### src/rtl/uart_fifo_arb_pkg.sv
// rtl/uart_fifo_arb_pkg.sv - shared types and constants for the UART TX FIFO arbiter
package uart_fifo_arb_pkg;

    typedef enum logic {
        IDLE   = 1'b0,
        LOCKED = 1'b1
    } state_t;

    localparam logic [1:0] GRANT_NONE = 2'b00;
    localparam logic [1:0] GRANT_0    = 2'b01;
    localparam logic [1:0] GRANT_1    = 2'b10;

    localparam int WDOG_WIDTH = 16;

endpackage

### src/rtl/uart_arb_watchdog.sv
// rtl/uart_arb_watchdog.sv - stall counter that flags a requester idling mid-packet
module uart_arb_watchdog
    import uart_fifo_arb_pkg::*;
#(
    parameter int TIMEOUT = 255
) (
    input  logic clk,
    input  logic rst,
    input  logic clear,
    input  logic inc,
    output logic expire
);

    localparam bit                    ENABLED = (TIMEOUT != 0);
    localparam logic [WDOG_WIDTH-1:0] LIMIT   = WDOG_WIDTH'(TIMEOUT - 1);

    logic [WDOG_WIDTH-1:0] count;

    // Fires on the cycle whose increment would make count equal TIMEOUT.
    assign expire = ENABLED && inc && (count == LIMIT);

    always_ff @(posedge clk or posedge rst) begin
        if (rst) begin
            count <= '0;
        end else if (clear) begin
            count <= '0;
        end else if (inc) begin
            count <= count + 1'b1;
        end
    end

endmodule

### src/rtl/uart_fifo_arb.sv
// rtl/uart_fifo_arb.sv - packet-locked round-robin merge of two byte streams into the TX FIFO
module uart_fifo_arb
    import uart_fifo_arb_pkg::*;
#(
    parameter int DATA_WIDTH = 8,
    parameter int TIMEOUT    = 255
) (
    input  logic                  clk,
    input  logic                  rst,
    input  logic [DATA_WIDTH-1:0] req0_data,
    input  logic                  req0_valid,
    input  logic                  req0_last,
    output logic                  req0_ready,
    input  logic [DATA_WIDTH-1:0] req1_data,
    input  logic                  req1_valid,
    input  logic                  req1_last,
    output logic                  req1_ready,
    output logic [DATA_WIDTH-1:0] fifo_data,
    output logic                  fifo_wren,
    input  logic                  fifo_full,
    output logic [1:0]            grant,
    output logic                  timeout_err,
    output logic                  timeout_src
);

    logic state;
    logic last_served;
    logic locked;
    logic sel;
    logic g_valid;
    logic g_last;
    logic beat;
    logic wd_clear;
    logic wd_inc;
    logic wd_expire;

    // Outputs derive only from async-reset state, so they drop the instant rst rises.
    always_comb begin
        locked     = (state == LOCKED);
        sel        = grant[1];
        g_valid    = sel ? req1_valid : req0_valid;
        g_last     = sel ? req1_last  : req0_last;
        fifo_data  = sel ? req1_data  : req0_data;
        fifo_wren  = locked & g_valid & ~fifo_full;
        req0_ready = locked & grant[0] & ~fifo_full;
        req1_ready = locked & grant[1] & ~fifo_full;
        beat       = fifo_wren;
        wd_clear   = ~locked | beat;
        wd_inc     = locked & ~g_valid;
    end

    uart_arb_watchdog #(
        .TIMEOUT(TIMEOUT)
    ) u_watchdog (
        .clk   (clk),
        .rst   (rst),
        .clear (wd_clear),
        .inc   (wd_inc),
        .expire(wd_expire)
    );

    always_ff @(posedge clk or posedge rst) begin
        if (rst) begin
            state       <= IDLE;
            grant       <= GRANT_NONE;
            last_served <= 1'b1;
            timeout_err <= 1'b0;
            timeout_src <= 1'b0;
        end else begin
            timeout_err <= 1'b0;
            if (state == IDLE) begin
                // On a tie the requester that was not served last wins.
                if (req0_valid && (!req1_valid || last_served)) begin
                    grant <= GRANT_0;
                    state <= LOCKED;
                end else if (req1_valid) begin
                    grant <= GRANT_1;
                    state <= LOCKED;
                end
            end else begin
                if (beat && g_last) begin
                    state       <= IDLE;
                    grant       <= GRANT_NONE;
                    last_served <= sel;
                end else if (wd_expire && !beat) begin
                    state       <= IDLE;
                    grant       <= GRANT_NONE;
                    last_served <= sel;
                    timeout_err <= 1'b1;
                    timeout_src <= sel;
                end
            end
        end
    end

endmodule

### config.mk
export PLATFORM = sky130hd
export DESIGN_NAME = uart_fifo_arb
export DESIGN_NICKNAME = d
export VERILOG_FILES = /design/src/rtl/uart_fifo_arb_pkg.sv /design/src/rtl/uart_arb_watchdog.sv /design/src/rtl/uart_fifo_arb.sv
export SDC_FILE = /design/constraint.sdc
export NUM_CORES = 1
export LEC_CHECK = 0
export BUFFER_PORTS_ARGS = -buffer_cell sky130_fd_sc_hd__buf_4
export CELL_PAD_IN_SITES_DETAIL_PLACEMENT = 0
export CELL_PAD_IN_SITES_GLOBAL_PLACEMENT = 1
export CORE_MARGIN = 2
export CORE_UTILIZATION = 38
export DETAILED_ROUTE_END_ITERATION = 12
export GPL_ROUTABILITY_DRIVEN = 0
export PLACE_DENSITY_LB_ADDON = 0.1
export SETUP_SLACK_MARGIN = 0.5
export SYNTH_ARGS = -nofsm -noshare
export SYNTH_HDL_FRONTEND = slang
export SYNTH_HIERARCHICAL = 1
export SYNTH_SLANG_ARGS = --single-unit
export TNS_END_PERCENT = 20
### constraint.sdc
create_clock -name clk -period 2.7 [get_ports clk]
set_clock_uncertainty 0.15 [all_clocks]
set_input_delay 0.27 -clock clk [delete_from_list [all_inputs] [get_ports clk]]
set_output_delay 0.27 -clock clk [all_outputs]
set_load 0.01 [all_outputs]
==> metrics.txt, run 1 <==
status completed; M2 GR Usage roughly 29%; routed len/inst 12.8 um; clock sink total 22; Syn. warnings 6; M3 GR Usage under 10%; transition time of the tightest slew-check pin 0.629 ns; largest net degree at the start of global routing 17; count of nets after finishing 195; post-synthesis sequential area ratio 42.9%; count of antenna-violating nets left after detailed routing 0; core area 3280 um2; detailed-routing iteration count for the pre-antenna-repair pass 3; peak clock frequency supported by timing between 400 and 500 MHz; Total Wirelength ~2800 um; antenna diode instance count 0; Critical-path top delay cell or4_4; capturing point of the worst reg2reg path u_watchdog/count[14]$_DFFE_PP0P_; wire length of the first global-routing pass 4930 um; Ports 38; Pins Over Slew Limit 0; Synth Net Count 150; via count of the first global-routing pass 1144; Synth Cell Area 1290 um2; Final Hold Fails 0; post-synthesis cell type count 41; # rows 21; most utilized layer in the global route result met2; Vias 1076; Setup WS post-layout 0.522 ns; clock transition at the registers of the reported paths 0.12 ns; total setup violations reported at the end of the flow 0; launch instance of the worst register-to-register path grant[1]$_DFFE_PP0P_; final worst path period need 2.18 ns; highest net fanout along the worst path 4; Die Outline Area 3870 um2; critical-path cell list mux2i_4 > and2_4 > o21ai_0 > or4_4 > or3_1 > a21oi_1; worst voltage drop across the vdd grid 0.291 mV; Rel. slew slack about three fifths; Die X 62.2 um; endpoint of the worst hold path locked$_DFF_PP0_; setup_tns 0 ns; met1 usage in global routing 17.7%; Worst Setup Start Kind flip-flop; First DRT Iteration DRCs 51; Worst Setup SP grant[1]$_DFFE_PP0P_; Crit path required time 2.79 ns; cts bufs inserted 3; setup slack of the worst register-to-register path 0.52 ns; DRC violation count after routing 0; longest individual stage delay on the worst path 0.45 ns; Main synth FF type dfrtp_1; TritonCTS clock tree done; count of flip-flops with a built-in enable after synthesis 0; fillers 320; cell count after synthesis 125; cell depth of the worst flop-to-flop path 6; hold depth 2; post-synthesis area per instance 10.3 um2; antenna violations before repair 0; synthesized flop and latch total 22; global router's overall resource usage 15.5%; data arrival time of the critical path 2.27 ns; Critical Path Sink Type flip-flop; share of final-layout standard cells stronger than drive strength 1 45.0%; vertical extent of the die between 60 and 70 um; detailed-route vias per instance 5.00; number of buffers on the longest clock path 2; number of I/O port buffers 37; Hold Path Origin req0_valid; Initial Util 39.2%; critical setup path kind flip-flop to flip-flop; # Max-Cap Violations 0; cell at the root of the clock tree clkbuf_4; worst slack at placement 0.409 ns; share of synthesized registers carrying an async set or reset 100%; power per standard cell area about 640 nW/um2; Final Cycle Share 80.7%; area grow syn2layout 36.1%; post-detail-place hpwl 2130 um; worst min path class input port to flip-flop; unrepaired setup endpoints after global routing true; Skew-Pair Late Insertion Delay 0.30 ns; deepest level of the CTS H-tree 1; leakage approximately 0.00081 uW; total global routing overflow 0
-- area by class of cell --
cell class,count,area [um2],area share [%]
inverters,9,33.8,1.93
well taps,46,57.6,3.29
clock buffers,4,36.3,2.07
flip-flops and latches,22,552,31.5
repair buffers,45,340,19.4
multi-input cells,89,732,41.8
-- metrics by stage --
step           std cells  total power, uW  util [%]  hold slack [ns]  cell area, um2
2_1_floorplan        125              738         -          -0.0898            1310
3_3_place_gp         207              905      49.9           0.0590            1640
3_5_place_dp         207              911      49.9           0.0614            1640
4_1_cts              213             1110      51.9           0.0647            1710
5_1_grt              215             1210      53.3           0.0625            1750
6_report             215             1120      53.3           0.0701            1750
-- critical path, delay by kind of cell, from the launching register on --
family,cells,cell delay (ns)
multiplexers,1,0.30
AO/OA/AOI/OAI,2,0.25
AND/OR/NAND/NOR,3,0.99
flip-flops,1,0.42
-- synthesized netlist by cell type, types with 2 or more instances --
cell / n / area share, %
o21ai_0: 6 / 2.3
nand2_1: 3 / 0.87
inv_1: 9 / 2.6
nand4_1: 4 / 1.9
ha_1: 2 / 1.9
a31o_1: 2 / 1.4
xnor2_1: 6 / 4.1
buf_2: 2 / 0.78
a21oi_1: 6 / 2.3
and3b_1: 2 / 1.4
o211ai_1: 2 / 1.2
mux2_2: 10 / 8.7
xor2_1: 4 / 2.7
nor2_1: 12 / 3.5
nand3_1: 3 / 1.2
nor3_1: 2 / 0.78
a31o_2: 2 / 1.4
nor4_1: 4 / 1.9
dfrtp_1: 21 / 41
or3_1: 2 / 0.97
-- power breakdown --
group	total, uW	internal [uW]	switching [uW]
Combinational	515	287	228
Sequential	429	375	53.4
Clock	181	82.3	98.6
-- what timing repair did --
item	in CTS	in global routing
hold buffers	1	0
endpoints found under the hold margin	22	0
pin swaps	0	2
endpoints found under the setup margin	6	9
buffers inserted	1	2
gates resized for setup	3	5
-- flip-flops by register name (all words and copies together) (netlist names) --
register	count
locked	1
timeout_src	1
grant	2
u_watchdog/count	16
last_served	1
timeout_err	1
-- how the worst max path moves through the flow --
| stage | to | slack, ns |
|---|---|---|
| 3_3_place_gp | u_watchdog/count[14]$_DFFE_PP0P_ | 0.50 |
| 6_report | u_watchdog/count[14]$_DFFE_PP0P_ | 0.52 |
| 4_1_cts | u_watchdog/count[12]$_DFFE_PP0P_ | 0.48 |
| 5_1_grt | last_served$_DFFE_PP1P_ | 0.43 |
| 3_5_place_dp | u_watchdog/count[12]$_DFFE_PP0P_ | 0.41 |
| 2_1_floorplan | u_watchdog/count[14]$_DFFE_PP0P_ | 0.36 |
-- metal layers --
| layer | part of all wire, % | vias to the layer above | routed length (um) |
|---|---|---|---|
| met5 | 0 | - | 0 |
| met4 | 0.76 | 0 | 21 |
| met3 | 5.6 | 2 | 153 |
| met2 | 51 | 29 | 1410 |
| met1 | 42 | 513 | 1160 |
| li1 | - | 532 | - |
-- placed cells by master, fill, tap and decap left out, types with 2 or more instances in the layout --
master | synthesis | routed
a21oi_1 | 6 | 5
nand3_1 | 3 | 3
a31o_1 | 2 | 2
xnor2_1 | 6 | 6
xor2_1 | 4 | 4
dfrtp_1 | 21 | 21
ha_1 | 2 | 2
clkbuf_4 | 0 | 3
buf_4 | 0 | 44
a21oi_2 | 1 | 2
o211ai_1 | 2 | 2
nand4_1 | 4 | 4
nor3_1 | 2 | 2
nor2_1 | 12 | 12
o21ai_0 | 6 | 5
mux2_2 | 10 | 10
inv_1 | 9 | 9
a31o_2 | 2 | 2
nor4_1 | 4 | 2
and3b_1 | 2 | 2
nand2_1 | 3 | 3
-- logic make-up after synthesis --
kind of cell / count (synthesis) / share of synthesized area (%)
xor+xnor: 10 / 6.80
fa+ha+maj: 2 / 1.94
flops: 22 / 42.9
compound gates: 24 / 13.2
buf+inv: 14 / 4.86
simple gates: 41 / 19.3
mux: 12 / 11.0
(Power assumes the default switching activity.)
==> run 2, diff against run 1 <==
--- a/config.mk
+++ b/config.mk
@@ -9,7 +9,7 @@
 export CELL_PAD_IN_SITES_DETAIL_PLACEMENT = 0
 export CELL_PAD_IN_SITES_GLOBAL_PLACEMENT = 1
 export CORE_MARGIN = 2
-export CORE_UTILIZATION = 38
+export CORE_UTILIZATION = 35
 export DETAILED_ROUTE_END_ITERATION = 12
 export GPL_ROUTABILITY_DRIVEN = 0
 export PLACE_DENSITY_LB_ADDON = 0.1
==> constraint.sdc (replaced) <==
create_clock -name clk -period 1.8 [get_ports clk]
set_clock_uncertainty 0.15 [all_clocks]
set_input_delay 0.18 -clock clk [delete_from_list [all_inputs] [get_ports clk]]
set_output_delay 0.18 -clock clk [all_outputs]
set_load 0.01 [all_outputs]
==> run 2 against run 1 <==
Effect of this change: the flow now finishes with violations (setup timing); via count up 8.8%; die area up 8.0%; design area up 15%; critical path type unchanged; critical endpoint unchanged.
==> metrics.txt, run 2 (synthesis results as in run 1) <==
status finished, violations left; violations in the final reports setup timing; total setup violations reported at the end of the flow 16; number of I/O port buffers 37; setup_tns -1.97 ns; number of flip-flops in the largest register 16; largest net degree at the start of global routing 17; Die X 64.7 um; Critical-path top delay cell or4_4; post-detail-place hpwl 2390 um; antenna violations before repair 0; CP top delay family simple AND/OR/NAND/NOR gates; area grow syn2layout 56.6%; via count of the first global-routing pass roughly 1100; Core Util, Final 55.9%; Crit path required time approximately 1.8 ns; deepest level of the CTS H-tree 1; Biggest register u_watchdog/count; critical-path cell list mux2i_4 > and2_4 > o21ai_2 > or4_4 > or3_1 > a21oi_1; leakage approximately 0.00094 uW; core area ~3600 um2; Final Cycle Share 113%; count of antenna-violating nets left after detailed routing 0; Vias between 1000 and 1500; unrepaired setup endpoints after global routing true; data arrival time of the critical path 2.07 ns; number of buffers on the longest clock path 2; wire length of the first global-routing pass around 5000 um; antenna diode instance count 0; worst voltage drop across the vdd grid 0.415 mV; highest net fanout along the worst path 4; clock transition at the registers of the reported paths around 0.080 ns; longest individual stage delay on the worst path 0.43 ns; cell at the root of the clock tree clkbuf_8; number of buffer and inverter instances along the worst setup path 0; worst min path class input port to flip-flop; Pins Over Slew Limit 0; Skew-Pair Late Insertion Delay 0.26 ns; final worst path period need 2.03 ns; Total Wirelength a little over 3000 um; DRC violation count after routing 0; global router's overall resource usage 15.4%; detailed-route vias per instance a little under 5; overall power consumption 1920 uW; cts bufs inserted 3; TritonCTS clock tree done; critical setup path kind flip-flop to flip-flop; routed len/inst 13.0 um; Initial Util 35.7%; Rel. slew slack 59.1%; power per standard cell area 954 nW/um2; total global routing overflow 0; transition time of the tightest slew-check pin 0.613 ns; share of final-layout standard cells stronger than drive strength 1 55.5%; Ports 38; vertical extent of the die 64.7 um; registers with the most flip-flops u_watchdog/count: 16 flops, grant: 2 flops; Setup WS post-layout -0.231 ns; worst slack on hold paths 0.117 ns; detailed-routing iteration count for the pre-antenna-repair pass 4; count of nets after finishing 217; Final Hold Fails 0; clock sink total 22; First DRT Iteration DRCs 29; Critical Path Sink Type flip-flop; commonest non-fill, non-tap cell in the layout buf_4; # rows 22; # Max-Cap Violations 0; Die Outline Area roughly 4200 um2; Worst Setup Start Kind flip-flop; commonest cells after routing, fill and taps aside buf_4, dfrtp_1, nor2_1; peak clock frequency supported by timing 492 MHz
run 2: final timing paths:
| path | end | slack [ns] | cells past startpoint | from |
|---|---|---|---|---|
| max | u_watchdog/count[14]$_DFFE_PP0P_ | -0.23 | 6 | grant[1]$_DFFE_PP0P_ |
| min | grant[1]$_DFFE_PP0P_ | 0.12 | 3 | req1_last |
| max reg2reg | u_watchdog/count[14]$_DFFE_PP0P_ | -0.23 | 6 | grant[1]$_DFFE_PP0P_ |
| min reg2reg | timeout_src$_DFFE_PP0P_ | 0.38 | 1 | timeout_src$_DFFE_PP0P_ |
| max in group asynchronous | u_watchdog/count[11]$_DFFE_PP0P_ | 0.70 | 3 | rst |
| min in group asynchronous | locked$_DFF_PP0_ | 0.25 | 3 | rst |
run 2: per-stage QoR:
| stage | setup WS, ns | std cells | instance area (um2) |
|---|---|---|---|
| global placement | -0.261 | 232 | 1830 |
| CTS | -0.252 | 237 | 1940 |
| global route | -0.346 | 239 | 2020 |
| floorplan | -0.385 | 125 | 1320 |
| finish | -0.231 | 239 | 2020 |
| detailed placement | -0.323 | 232 | 1830 |
run 2: repair_timing:
item                       CTS  global route
hold endpoints to repair    22             0
pin swaps                    8             6
hold buffers                 1             0
setup endpoints to repair   34            34
buffers inserted             0             2
gates resized for setup      9            13
gates cloned                 0             0
run 2: power breakdown:
| group | switching, uW | internal [uW] |
|---|---|---|
| clock network | 154 | 195 |
| registers | 52.8 | 564 |
| logic | 421 | 538 |
run 2: routing by layer:
metal	GRT usage, %	wire (um)
met1	19.2	1350
met2	26.4	1570
met3	3.13	166
met4	5.59	31
met5	0	0
run 2: cell type report:
type	count	area, um2
clock buffers	4	55.1
repair buffers	67	524
fillers	326	1590
flip-flops and latches	22	552
multi-input cells	89	791
inverters	9	33.8
well taps	48	60.1
run 2: worst min-delay path, cell delays in order:
cell	delay [ns]
buf_4	0.08
a21oi_1	0.05
a31o_1	0.17
==> run 3, diff against run 2 <==
--- a/config.mk
+++ b/config.mk
@@ -5,6 +5,7 @@
 export SDC_FILE = /design/constraint.sdc
 export NUM_CORES = 1
 export LEC_CHECK = 0
+export ABC_CLOCK_PERIOD_IN_PS = 1800
 export BUFFER_PORTS_ARGS = -buffer_cell sky130_fd_sc_hd__buf_4
 export CELL_PAD_IN_SITES_DETAIL_PLACEMENT = 0
 export CELL_PAD_IN_SITES_GLOBAL_PLACEMENT = 1
@@ -12,7 +13,7 @@
 export CORE_UTILIZATION = 35
 export DETAILED_ROUTE_END_ITERATION = 12
 export GPL_ROUTABILITY_DRIVEN = 0
-export PLACE_DENSITY_LB_ADDON = 0.1
+export PLACE_DENSITY = 0.71
 export SETUP_SLACK_MARGIN = 0.5
 export SYNTH_ARGS = -nofsm -noshare
 export SYNTH_HDL_FRONTEND = slang
==> run 3 against run 2 <==
Effect of this change: the run still ends with setup timing left; sequential cell count stayed put; wire length increased by 1.9%; count of clock-buffer cells in the layout unchanged; worst setup slack got worse by 0.012 ns; via count rose by 2.0%; sequential share of layout area rose by 0.15 points; non-clock buffer count shrank 1; first-iteration DRC count fell by 41%; largest cell class unchanged.
==> metrics.txt, run 3 (synthesis results as in run 1) <==
status finished, violations left; violations in the final reports setup timing; Vias 1194; leakage about 0.00094 uW; antenna violations before repair 0; placed cell areas 1820 um2; Pins Over Slew Limit 0; routed len/inst 13.3 um; Ports 38; hold depth 3; final worst path period need 2.04 ns; critical-path cell list mux2i_4 > and2_4 > o21ai_4 > or4_4 > or3_4 > a21oi_2; Biggest register u_watchdog/count; Final Cycle Share 114%; Worst Setup Start Kind flip-flop; post-detail-place hpwl 2440 um; number of buffers on the longest clock path 2; cell at the root of the clock tree clkbuf_8; cell depth of the worst flop-to-flop path 6; # rows 22; summed area of non-filler cells in the final layout 2000 um2; Rel. slew slack about 59%; Crit path required time 1.85 ns; via count of the first global-routing pass between 1000 and 1500; Die X 64.7 um; Die Outline Area 4180 um2; critical setup path kind flip-flop to flip-flop; worst slack at placement -0.246 ns; unrepaired setup endpoints after global routing true; antenna diode instance count 0; count of nets after finishing approximately 220; Total Wirelength between 3000 and 4000 um; Critical-path top delay cell or4_4; global router's overall resource usage 16.3%; Hold Path Origin req1_last; number of I/O port buffers 37; TritonCTS clock tree done; total global routing overflow 0; worst min path class input port to flip-flop; total setup violations reported at the end of the flow 16; longest individual stage delay on the worst path 0.43 ns; cts bufs inserted 3; wire length of the first global-routing pass 5470 um; registers with the most flip-flops u_watchdog/count: 16 flops, grant: 2 flops; Initial Util 35.7%; detailed-routing iteration count for the pre-antenna-repair pass 3; commonest non-fill, non-tap cell in the layout buf_4; overall power consumption 1860 uW; largest net degree at the start of global routing 19; Setup WS post-layout -0.244 ns; area grow syn2layout 55.7%; launch instance of the worst register-to-register path grant[1]$_DFFE_PP0P_; count of antenna-violating nets left after detailed routing 0; Worst Setup SP grant[1]$_DFFE_PP0P_; clock transition at the registers of the reported paths 0.08 ns; highest net fanout along the worst path 4; DRC violation count after routing 0; core area between 3000 and 4000 um2; First DRT Iteration DRCs 17; # Max-Cap Violations 0; data arrival time of the critical path about 2.1 ns; number of flip-flops in the largest register 16; Core Util, Final 55.6%; fillers 322; Final Hold Fails 0; deepest level of the CTS H-tree 1; transition time of the tightest slew-check pin 0.614 ns; Critical Path Sink Type flip-flop; power per standard cell area 926 nW/um2; commonest cells after routing, fill and taps aside buf_4, dfrtp_1, nor2_1; Skew-Pair Late Insertion Delay roughly 0.26 ns; peak clock frequency supported by timing roughly 490 MHz; worst voltage drop across the vdd grid 0.596 mV; vertical extent of the die between 60 and 70 um; detailed-route vias per instance 5.02; clock sink total 22; share of final-layout standard cells stronger than drive strength 1 54.7%
-- run 3: timing repair --
action,4_1_cts,5_1_grt
endpoints found under the hold margin,22,0
pin swaps,12,8
hold buffers,1,0
buffers inserted,0,2
setup endpoints to repair,34,34
gates resized for setup,12,9
-- run 3: routing by layer --
metal / vias up / track usage (%) / part of all wire [%]
met4: 0 / 1.60 / 0
met2: 26 / 30.9 / 53
met3: 0 / 3.65 / 3.9
met5: - / 0 / 0
li1: 581 / - / -
met1: 587 / 19.4 / 43
-- run 3: area by class of cell --
| type | count | area, um2 | area share (%) |
|---|---|---|---|
| flip-flops and latches | 22 | 552 | 27.5 |
| multi-input cells | 89 | 805 | 40.1 |
| well taps | 48 | 60.1 | 3.00 |
| repair buffers | 66 | 509 | 25.4 |
| clock buffers | 4 | 45.0 | 2.25 |
| inverters | 9 | 33.8 | 1.69 |
-- run 3: final timing paths --
check,endpoint,slack (ns)
worst max-delay path,u_watchdog/count[12]$_DFFE_PP0P_,-0.24
worst min-delay path,grant[1]$_DFFE_PP0P_,0.10
worst max register to register,u_watchdog/count[12]$_DFFE_PP0P_,-0.24
worst min register to register,timeout_src$_DFFE_PP0P_,0.38
max in group asynchronous,u_watchdog/count[6]$_DFFE_PP0P_,0.69
min in group asynchronous,locked$_DFF_PP0_,0.24
-- run 3: worst max-delay path, delay by kind of cell, from the launching register on --
kind,cells,cell delay [ns]
muxes,1,0.28
DFF,1,0.41
and+or+nand+nor,3,0.98
AOI/OAI and AO/OA,2,0.17
-- run 3: through the flow --
| step | hold slack (ns) | std cells | setup TNS, ns |
|---|---|---|---|
| detailed placement | -0.0310 | 231 | -2.41 |
| floorplan | -0.180 | 125 | -3.37 |
| finish | 0.104 | 238 | -2.41 |
| CTS | 0.0962 | 236 | -2.34 |
| global route | 0.101 | 238 | -3.89 |
| global placement | -0.0301 | 231 | -2.00 |
-- run 3: power by group --
group,internal (uW),total (uW),leakage (uW),switching (uW)
clock network,158,315,0.0000228,157
registers,564,612,0.000295,48.2
logic,515,930,0.000621,415
